--- src/rtl/xip_ahbl_miss_ctrl_if.sv ---
// AHB-Lite slave-side signal bundle for the XIP miss controller.
`timescale 1ns/1ps
interface xip_ahbl_miss_ctrl_if;
  logic        HSEL;
  logic [31:0] HADDR;
  logic [1:0]  HTRANS;
  logic        HWRITE;
  logic [2:0]  HSIZE;
  logic        HREADY;
  logic        HREADYOUT;
  logic        HRESP;
  logic [31:0] HRDATA;

  modport slave (
    input  HSEL, HADDR, HTRANS, HWRITE, HSIZE, HREADY,
    output HREADYOUT, HRESP, HRDATA
  );

  modport master (
    output HSEL, HADDR, HTRANS, HWRITE, HSIZE, HREADY,
    input  HREADYOUT, HRESP, HRDATA
  );
endinterface

--- src/rtl/xip_ahbl_miss_ctrl.sv ---
// AHB-Lite read-only front-end for the QSPI XIP line cache: hit check, one line fill per miss, write rejection.
// Optional hit/miss performance counters are enabled by defining XIP_PERF_CNT_EN.
`timescale 1ns/1ps
module xip_ahbl_miss_ctrl #(
  parameter int LINE_SIZE = 16,
  parameter int NUM_LINES = 16
) (
  input  logic                   clk,
  input  logic                   rst_n,
  xip_ahbl_miss_ctrl_if.slave    ahb,
  output logic [23:0]            c_A,
  output logic [23:0]            c_A_h,
  input  logic [31:0]            c_Do,
  input  logic                   c_hit,
  output logic                   c_wr,
  output logic [LINE_SIZE*8-1:0] c_line,
  output logic [23:0]            fl_addr,
  output logic                   fl_rd,
  input  logic                   fl_done,
  input  logic [LINE_SIZE*8-1:0] fl_line
`ifdef XIP_PERF_CNT_EN
  ,
  output logic [31:0]            hit_cnt,
  output logic [31:0]            miss_cnt
`endif
);

  localparam int OFF = $clog2(LINE_SIZE);

  localparam logic [2:0] ST_IDLE   = 3'd0;
  localparam logic [2:0] ST_LOOKUP = 3'd1;
  localparam logic [2:0] ST_WAIT   = 3'd2;
  localparam logic [2:0] ST_ERR1   = 3'd3;
  localparam logic [2:0] ST_ERR2   = 3'd4;

  logic [2:0]  state_q, state_d;
  logic [23:0] addr_q, addr_d;
  logic        accept_s;
  logic        hit_s;
  logic        hreadyout_s;
  logic        hresp_s;
  logic [31:0] hrdata_s;
  logic        fl_rd_s;
  logic        c_wr_s;
  logic        unused_ok_s;

  assign accept_s    = ahb.HSEL & ahb.HTRANS[1] & ahb.HREADY;
  assign unused_ok_s = ^{ahb.HSIZE, ahb.HADDR[31:24], ahb.HTRANS[0], NUM_LINES[0]};

  // Next-state and bus response decode; responses follow the current state and cache hit.
  always_comb begin
    state_d     = state_q;
    addr_d      = addr_q;
    hreadyout_s = 1'b1;
    hresp_s     = 1'b0;
    hrdata_s    = 32'h0000_0000;
    fl_rd_s     = 1'b0;
    c_wr_s      = 1'b0;
    hit_s       = 1'b0;
    case (state_q)
      ST_IDLE, ST_ERR2: begin
        hresp_s = (state_q == ST_ERR2);
        if (accept_s && ahb.HWRITE) begin
          state_d = ST_ERR1;
        end else if (accept_s) begin
          state_d = ST_LOOKUP;
          addr_d  = ahb.HADDR[23:0];
        end else begin
          state_d = ST_IDLE;
        end
      end
      ST_LOOKUP: begin
        if (c_hit) begin
          hit_s    = 1'b1;
          hrdata_s = c_Do;
          if (accept_s && ahb.HWRITE) begin
            state_d = ST_ERR1;
          end else if (accept_s) begin
            state_d = ST_LOOKUP;
            addr_d  = ahb.HADDR[23:0];
          end else begin
            state_d = ST_IDLE;
          end
        end else begin
          hreadyout_s = 1'b0;
          fl_rd_s     = 1'b1;
          state_d     = ST_WAIT;
        end
      end
      ST_WAIT: begin
        hreadyout_s = 1'b0;
        if (fl_done) begin
          c_wr_s  = 1'b1;
          state_d = ST_LOOKUP;
        end else begin
          state_d = ST_WAIT;
        end
      end
      ST_ERR1: begin
        hreadyout_s = 1'b0;
        hresp_s     = 1'b1;
        state_d     = ST_ERR2;
      end
      default: begin
        state_d = ST_IDLE;
      end
    endcase
  end

  // State and latched transfer address.
  always_ff @(posedge clk or negedge rst_n) begin
    if (!rst_n) begin
      state_q <= ST_IDLE;
      addr_q  <= 24'h00_0000;
    end else begin
      state_q <= state_d;
      addr_q  <= addr_d;
    end
  end

  assign ahb.HREADYOUT = hreadyout_s;
  assign ahb.HRESP     = hresp_s;
  assign ahb.HRDATA    = hrdata_s;
  assign c_A           = addr_q;
  assign c_A_h         = addr_q;
  assign c_wr          = c_wr_s;
  assign c_line        = fl_line;
  assign fl_addr       = {addr_q[23:OFF], {OFF{1'b0}}};
  assign fl_rd         = fl_rd_s;

`ifdef XIP_PERF_CNT_EN
  logic [31:0] hit_cnt_q, hit_cnt_d;
  logic [31:0] miss_cnt_q, miss_cnt_d;

  // Saturating counters; a hit and a fill request never occur in the same cycle.
  always_comb begin
    hit_cnt_d  = hit_cnt_q;
    miss_cnt_d = miss_cnt_q;
    if (hit_s && (hit_cnt_q != 32'hFFFF_FFFF)) begin
      hit_cnt_d = hit_cnt_q + 32'd1;
    end else begin
      hit_cnt_d = hit_cnt_q;
    end
    if (fl_rd_s && (miss_cnt_q != 32'hFFFF_FFFF)) begin
      miss_cnt_d = miss_cnt_q + 32'd1;
    end else begin
      miss_cnt_d = miss_cnt_q;
    end
  end

  // Counter registers.
  always_ff @(posedge clk or negedge rst_n) begin
    if (!rst_n) begin
      hit_cnt_q  <= 32'h0000_0000;
      miss_cnt_q <= 32'h0000_0000;
    end else begin
      hit_cnt_q  <= hit_cnt_d;
      miss_cnt_q <= miss_cnt_d;
    end
  end

  assign hit_cnt  = hit_cnt_q;
  assign miss_cnt = miss_cnt_q;
`endif

endmodule

--- src/flat_wrapper.sv ---
// flat-port wrapper written by rule: the top's interface ports become plain ports
module xip_ahbl_miss_ctrl_flat 
#(
  parameter int LINE_SIZE = 16,
  parameter int NUM_LINES = 16
)
  (clk, rst_n, c_A, c_A_h, c_Do, c_hit, c_wr, c_line, fl_addr, fl_rd, fl_done, fl_line, ahb_HSEL, ahb_HADDR, ahb_HTRANS, ahb_HWRITE, ahb_HSIZE, ahb_HREADY, ahb_HREADYOUT, ahb_HRESP, ahb_HRDATA);
  xip_ahbl_miss_ctrl_if ahb_i ();
  input  logic clk;
  input  logic rst_n;
  output logic [23:0] c_A;
  output logic [23:0] c_A_h;
  input  logic [31:0] c_Do;
  input  logic c_hit;
  output logic c_wr;
  output logic [LINE_SIZE*8-1:0] c_line;
  output logic [23:0] fl_addr;
  output logic fl_rd;
  input  logic fl_done;
  input  logic [LINE_SIZE*8-1:0] fl_line;
  input wire logic [$bits(ahb_i.HSEL)-1:0] ahb_HSEL;
  input wire logic [$bits(ahb_i.HADDR)-1:0] ahb_HADDR;
  input wire logic [$bits(ahb_i.HTRANS)-1:0] ahb_HTRANS;
  input wire logic [$bits(ahb_i.HWRITE)-1:0] ahb_HWRITE;
  input wire logic [$bits(ahb_i.HSIZE)-1:0] ahb_HSIZE;
  input wire logic [$bits(ahb_i.HREADY)-1:0] ahb_HREADY;
  output wire logic [$bits(ahb_i.HREADYOUT)-1:0] ahb_HREADYOUT;
  output wire logic [$bits(ahb_i.HRESP)-1:0] ahb_HRESP;
  output wire logic [$bits(ahb_i.HRDATA)-1:0] ahb_HRDATA;
  assign ahb_i.HSEL = ahb_HSEL;
  assign ahb_i.HADDR = ahb_HADDR;
  assign ahb_i.HTRANS = ahb_HTRANS;
  assign ahb_i.HWRITE = ahb_HWRITE;
  assign ahb_i.HSIZE = ahb_HSIZE;
  assign ahb_i.HREADY = ahb_HREADY;
  assign ahb_HREADYOUT = ahb_i.HREADYOUT;
  assign ahb_HRESP = ahb_i.HRESP;
  assign ahb_HRDATA = ahb_i.HRDATA;
  xip_ahbl_miss_ctrl #(.LINE_SIZE(LINE_SIZE), .NUM_LINES(NUM_LINES)) u_core (.clk(clk), .rst_n(rst_n), .ahb(ahb_i), .c_A(c_A), .c_A_h(c_A_h), .c_Do(c_Do), .c_hit(c_hit), .c_wr(c_wr), .c_line(c_line), .fl_addr(fl_addr), .fl_rd(fl_rd), .fl_done(fl_done), .fl_line(fl_line));
endmodule
--- config.mk ---
export PLATFORM = sky130hd
export DESIGN_NAME = xip_ahbl_miss_ctrl_flat
export DESIGN_NICKNAME = d
export VERILOG_FILES = /design/src/rtl/xip_ahbl_miss_ctrl_if.sv /design/src/rtl/xip_ahbl_miss_ctrl.sv /design/src/flat_wrapper.sv
export SDC_FILE = /design/constraint.sdc
export NUM_CORES = 1
export LEC_CHECK = 0
export BUFFER_PORTS_ARGS = -buffer_cell sky130_fd_sc_hd__buf_2
export CORE_AREA = 4 4 168 170
export CTS_BUF_LIST = sky130_fd_sc_hd__clkbuf_4
export DETAILED_ROUTE_END_ITERATION = 12
export DIE_AREA = 0 0 172 174
export GPL_TIMING_DRIVEN = 0
export SYNTH_ARGS = -nofsm -noshare
export SYNTH_HDL_FRONTEND = slang
export SYNTH_SLANG_ARGS = --single-unit
--- constraint.sdc ---
create_clock -name clk -period 1.9 [get_ports clk]
set_clock_uncertainty 0.15 [all_clocks]
set_input_delay 0.285 -clock clk [delete_from_list [all_inputs] [get_ports clk]]
set_output_delay 0.285 -clock clk [all_outputs]
set_load 0.02 [all_outputs]
# Word-level counts from Yosys, hierarchy flattened
# Cells that the tools add are included.
# classes
eq_ne,5
muxes,18
bitwise_logic,2
n_reduce_logical,6
# ops
cell,count
two-way mux 24 bit,3
two-way mux 32 bit,2
one-hot mux 24 bit (2 select lines),1
one-hot mux 3 bit (4 select lines),1
"equality test 3 x 2 -> 1 bit, second input constant",2
two-way mux 1 bit,6
two-way mux 3 bit,2
one-hot mux 1 bit (2 select lines),2
OR reduction 2 bit,2
"equality test 3 x 1 -> 1 bit, second input constant",1
"equality test 3 bit, second input constant",1
zero test 3 bit,1
AND 1 bit,2
two-way mux 2 bit,1
"inequality test 2 bit, second input constant",1
AND reduction 2 bit,1
nonzero test 2 bit,1
logical AND 1 bit,1
# word_totals
reg_bits,27
in_bits,204
out_inout_bits,236
elab_cells,33

# Longest topological paths before layout
# depth
word_depth,6
ltp_mapped,5

# Worst setup path before layout
# OpenSTA, ideal clock, no wires.
# synth_path
path_kind,register to register
start,reg u_core.state_q[1]
end,"reg u_core.addr_q[10], in the netlist u_core.c_A[10]"
setup_ns,0.125
t_arrival_ns,1.537
path_slack_ns,0.088
stages_incl_launch_ff,6
synth_period_minus_slack_ns,1.812
cell_sequence,dfrtp_1 -> clkbuf_2 -> nand4b_4 -> a211oi_4 -> buf_6 -> mux2_2
# synth_between
elab_chain_len,4
word_cells_on_any_way,8
# synth_rtl
element,line_no,text
"start, declared",xip_ahbl_miss_ctrl.sv:36,"logic [2:0] state_q, state_d;"
"start signal, assigned",xip_ahbl_miss_ctrl.sv:116,state_q <= state_d;
equality test 3 bit / zero test 3 bit (equally long branches),xip_ahbl_miss_ctrl.sv:60,case (state_q)
OR reduction 2 bit,xip_ahbl_miss_ctrl.sv:60,
nonzero test 2 bit (no source line),n/a,
AND reduction 2 bit (no source line),n/a,
"end signal, assigned",xip_ahbl_miss_ctrl.sv:117,addr_q <= addr_d;
"end, declared",xip_ahbl_miss_ctrl.sv:37,"logic [23:0] addr_q, addr_d;"
# Parallel ways exist; a longest one is shown, timed or not.
# A chain may end at the register's enable or synchronous reset.

# Worst setup path after layout
# layout_path
start,reg u_core.state_q[2]
end,out ahb_HRDATA[29]
# layout_between
elab_chain_len,2
# layout_rtl
element,line_no,text
equality test 3 x 1 -> 1 bit,xip_ahbl_miss_ctrl.sv:60,
two-way mux 32 bit,xip_ahbl_miss_ctrl.sv:60,
"end, declared",flat_wrapper.sv:29,output wire logic [$bits(ahb_i.HRDATA)-1:0] ahb_HRDATA;
# Every way passes these cells.

==> results.cfg <==
[timing]
rsz0062_at_grt = yes
finalHoldViolations = 0
hold_ws_ps = 63.3
setup_viol = 58
finalWorstSetupSlack_ps = -201
maxSlewViolCount = 0
fmax_mhz = 476
worst_pin_slew_ps = 655
period_minus_slack_ps = 2100
slew_headroom = 0.564
timing.final.crit_share = 1.11

[pwr]
ir_drop_v = 0.000198
power.density_nw_per_um2 = 758
leakagePower_nw = 3.05
p_switching_mw = 1.83
p_seq_frac = 0.231
p_int_mw = 2.31
clockPowerShare = 0.065
pwr-share-comb = 0.703
swShare = 0.441

[cts]
clock-sinks = 27
tritoncts = built
cts_made_buffers = 3
clk_pin_slew_ps = 140
clockBufferDepth = 2
cts-root-buf = clkbuf_4
htreeDepth = 1
worstSkewPairLatency_ps = 330

[die]
io_pins = 440
dieArea_um2 = 29900
coreArea_um2 = 26700
die_y_um = 174
num_rows = 60
initial_core_util = 0.0999
die_w_um = 172

[detailed_routing]
drcViolationCount = 0
drtIter0Drc = 56
drtAntennaViolNets = 0
dr.pass1.iters = 4
wire_per_inst_um = 16.3
vias = 2955
avgViaCountPerCell = 3.06
finalWirelength_um = 15800

[outcome]
status = complete, but fails checks
violations = negative setup slack

[grt]
grt_antenna_before_repair = 10
grt_max_degree = 28
grt_pass1_vias = 2959
grt_overflow = 0
groute.usage.overall = 0.0917
grt_pass1_wl_um = 20100

[setup_path]
critical-path-slowest-cell = and4bb_4
crit_chain = and4bb_4 -> clkbuf_8 -> and2_4 -> buf_6
critPathBufInv = 2
max_stage_delay_ps = 460
required_ps = 1460
arrival_ps = 1670
crit_type = register to output pin
cp-start-kind = register
end_kind = output pin
critical-path-top-delay-family = simple AND/OR/NAND/NOR gates
cp_max_fo = 6

[synth]
yosys.area.top_type = buf_4
synth_xor_area_frac = 0
yosysSeqAreaShare = 0.253
syn_inst = 285
ys_types = 25
ys_ff_latch = 27
synthSimpleGateAreaFrac = 0.115
synth_fa_ha_area_frac = 0
syn_area_per_cell_um2 = 9.37
synth_top_area_frac = 0.495
synth_compound_area_frac = 0.0145
synth_area_leaders = buf_4, dfrtp_1, mux2_2
yosys-mux-area-fraction = 0.105
synth_top_family_by_area = buffers and inverters
yosys_warnings = 0
syn_area_um2 = 2670

[cells_and_area]
drive_above_1_share = 0.878
finalNetCount = 828
area_growth_pct = 104

[placed_design]
pre_cts_ws_ps = -428
place_hpwl_um = 13500
io_buffers = 295
routabilityCongestion = 0.700

[run]
maxCapViolations = 0

[min_path]
holdCritPathClass = input pin to register
power by group through the flow:
stage,clock network (mW),registers [mW],logic [mW]
global placement,0,0.943,2.59
detailed placement,0,0.954,2.60
global route,0.333,0.987,3.08
CTS,0.318,0.951,2.75
floorplan,0,1.13,1.58
finish,0.270,0.958,2.91
cells in the final DEF, fill, tap and decap left out, types with 2 or more instances in the layout:
cell type      count
dlygate4sd3_1     25
dfrtp_1           24
conb_1             4
buf_12             4
dfrtp_2            3
nand2_1            2
and2_1            11
buf_6             33
diode_2            2
buf_2            261
clkbuf_16          2
buf_4            184
and2_4            21
buf_8              4
clkbuf_4           4
mux2_4            24
final timing paths:
check | startpoint | to | slack, ps | cells after the start
worst max-delay path | u_core.state_q[2] | ahb_HRDATA[29] | -200 | 4
max in group asynchronous | rst_n | u_core.state_q[2] | 780 | 2
worst max register to register | u_core.state_q[1] | u_core.c_A[16] | -150 | 7
worst min register to register | u_core.c_A[3] | u_core.c_A[3] | 410 | 1
min in group asynchronous | rst_n | u_core.c_A[15] | 360 | 2
worst min-delay path | ahb_HWRITE | u_core.state_q[1] | 60 | 3
final cells by class:
type,instances,area [um^2]
fillers,2959,21300
multi-input cells,78,806
flip-flops and latches,27,679
plain buffers,181,1410
well taps,341,427
repair buffers,333,2110
diodes,2,5.00
clock buffers,4,30.0
per-stage QoR:
step,TNS [ps],utilization,area [um^2],total power [mW],cells
5_1_grt,-14380,0.204,5460,4.40,966
2_1_floorplan,0,-,2680,2.71,288
3_5_place_dp,-17540,0.172,4580,3.56,924
4_1_cts,-11710,0.196,5230,4.02,960
3_3_place_gp,-14880,0.172,4580,3.53,924
6_report,-8450,0.204,5460,4.14,966
synth_stat cells:
cell type,count
nand4b_4,1
mux2i_1,1
buf_4,176
o22ai_1,1
and3b_1,1
buf_6,2
and4bb_2,1
nor4b_1,1
nand2b_1,1
o21bai_1,1
nor2_1,1
nand2_1,2
nor3b_1,1
nor2b_1,1
a21oi_1,1
clkbuf_1,4
mux2_2,21
and2_1,32
clkbuf_2,1
dfrtp_1,27
conb_1,1
nor4bb_1,1
a211oi_4,1
mux2_1,3
or2_2,2
per-layer routing:
layer,track usage,vias up,part of all wire
li1,-,1394,-
met1,0.0783,1303,0.31
met2,0.180,220,0.54
met3,0.0555,22,0.14
met4,0.0151,16,0.0054
met5,0,-,0.0063
sequential cells by signal (all words and copies together) (netlist names):
signal and flops:
u_core.c_A 24, u_core.state_q 3
kinds of logic after synthesis:
kind of cell,count (synthesis)
other cells,1
simple gates,45
compound gates,4
flops,27
mux,25
buf+inv,183
worst reg2reg max path: cells and delay by family, from the launching register on:
kind | cells | cell delay, ps
AOI/OAI and AO/OA | 1 | 270
DFF | 1 | 440
buffers and inverters | 4 | 590
muxes | 1 | 300
and+or+nand+nor | 1 | 200
repair_timing:
item | in CTS | in global routing
pin swaps | 10 | 7
endpoints found under the hold margin | 51 | 0
gates cloned | 1 | 2
buffers inserted | 8 | 2
hold buffers | 25 | 0
setup endpoints to repair | 60 | 60
resized for setup | 94 | 43
Note: power is estimated with default switching activity, not from simulation.
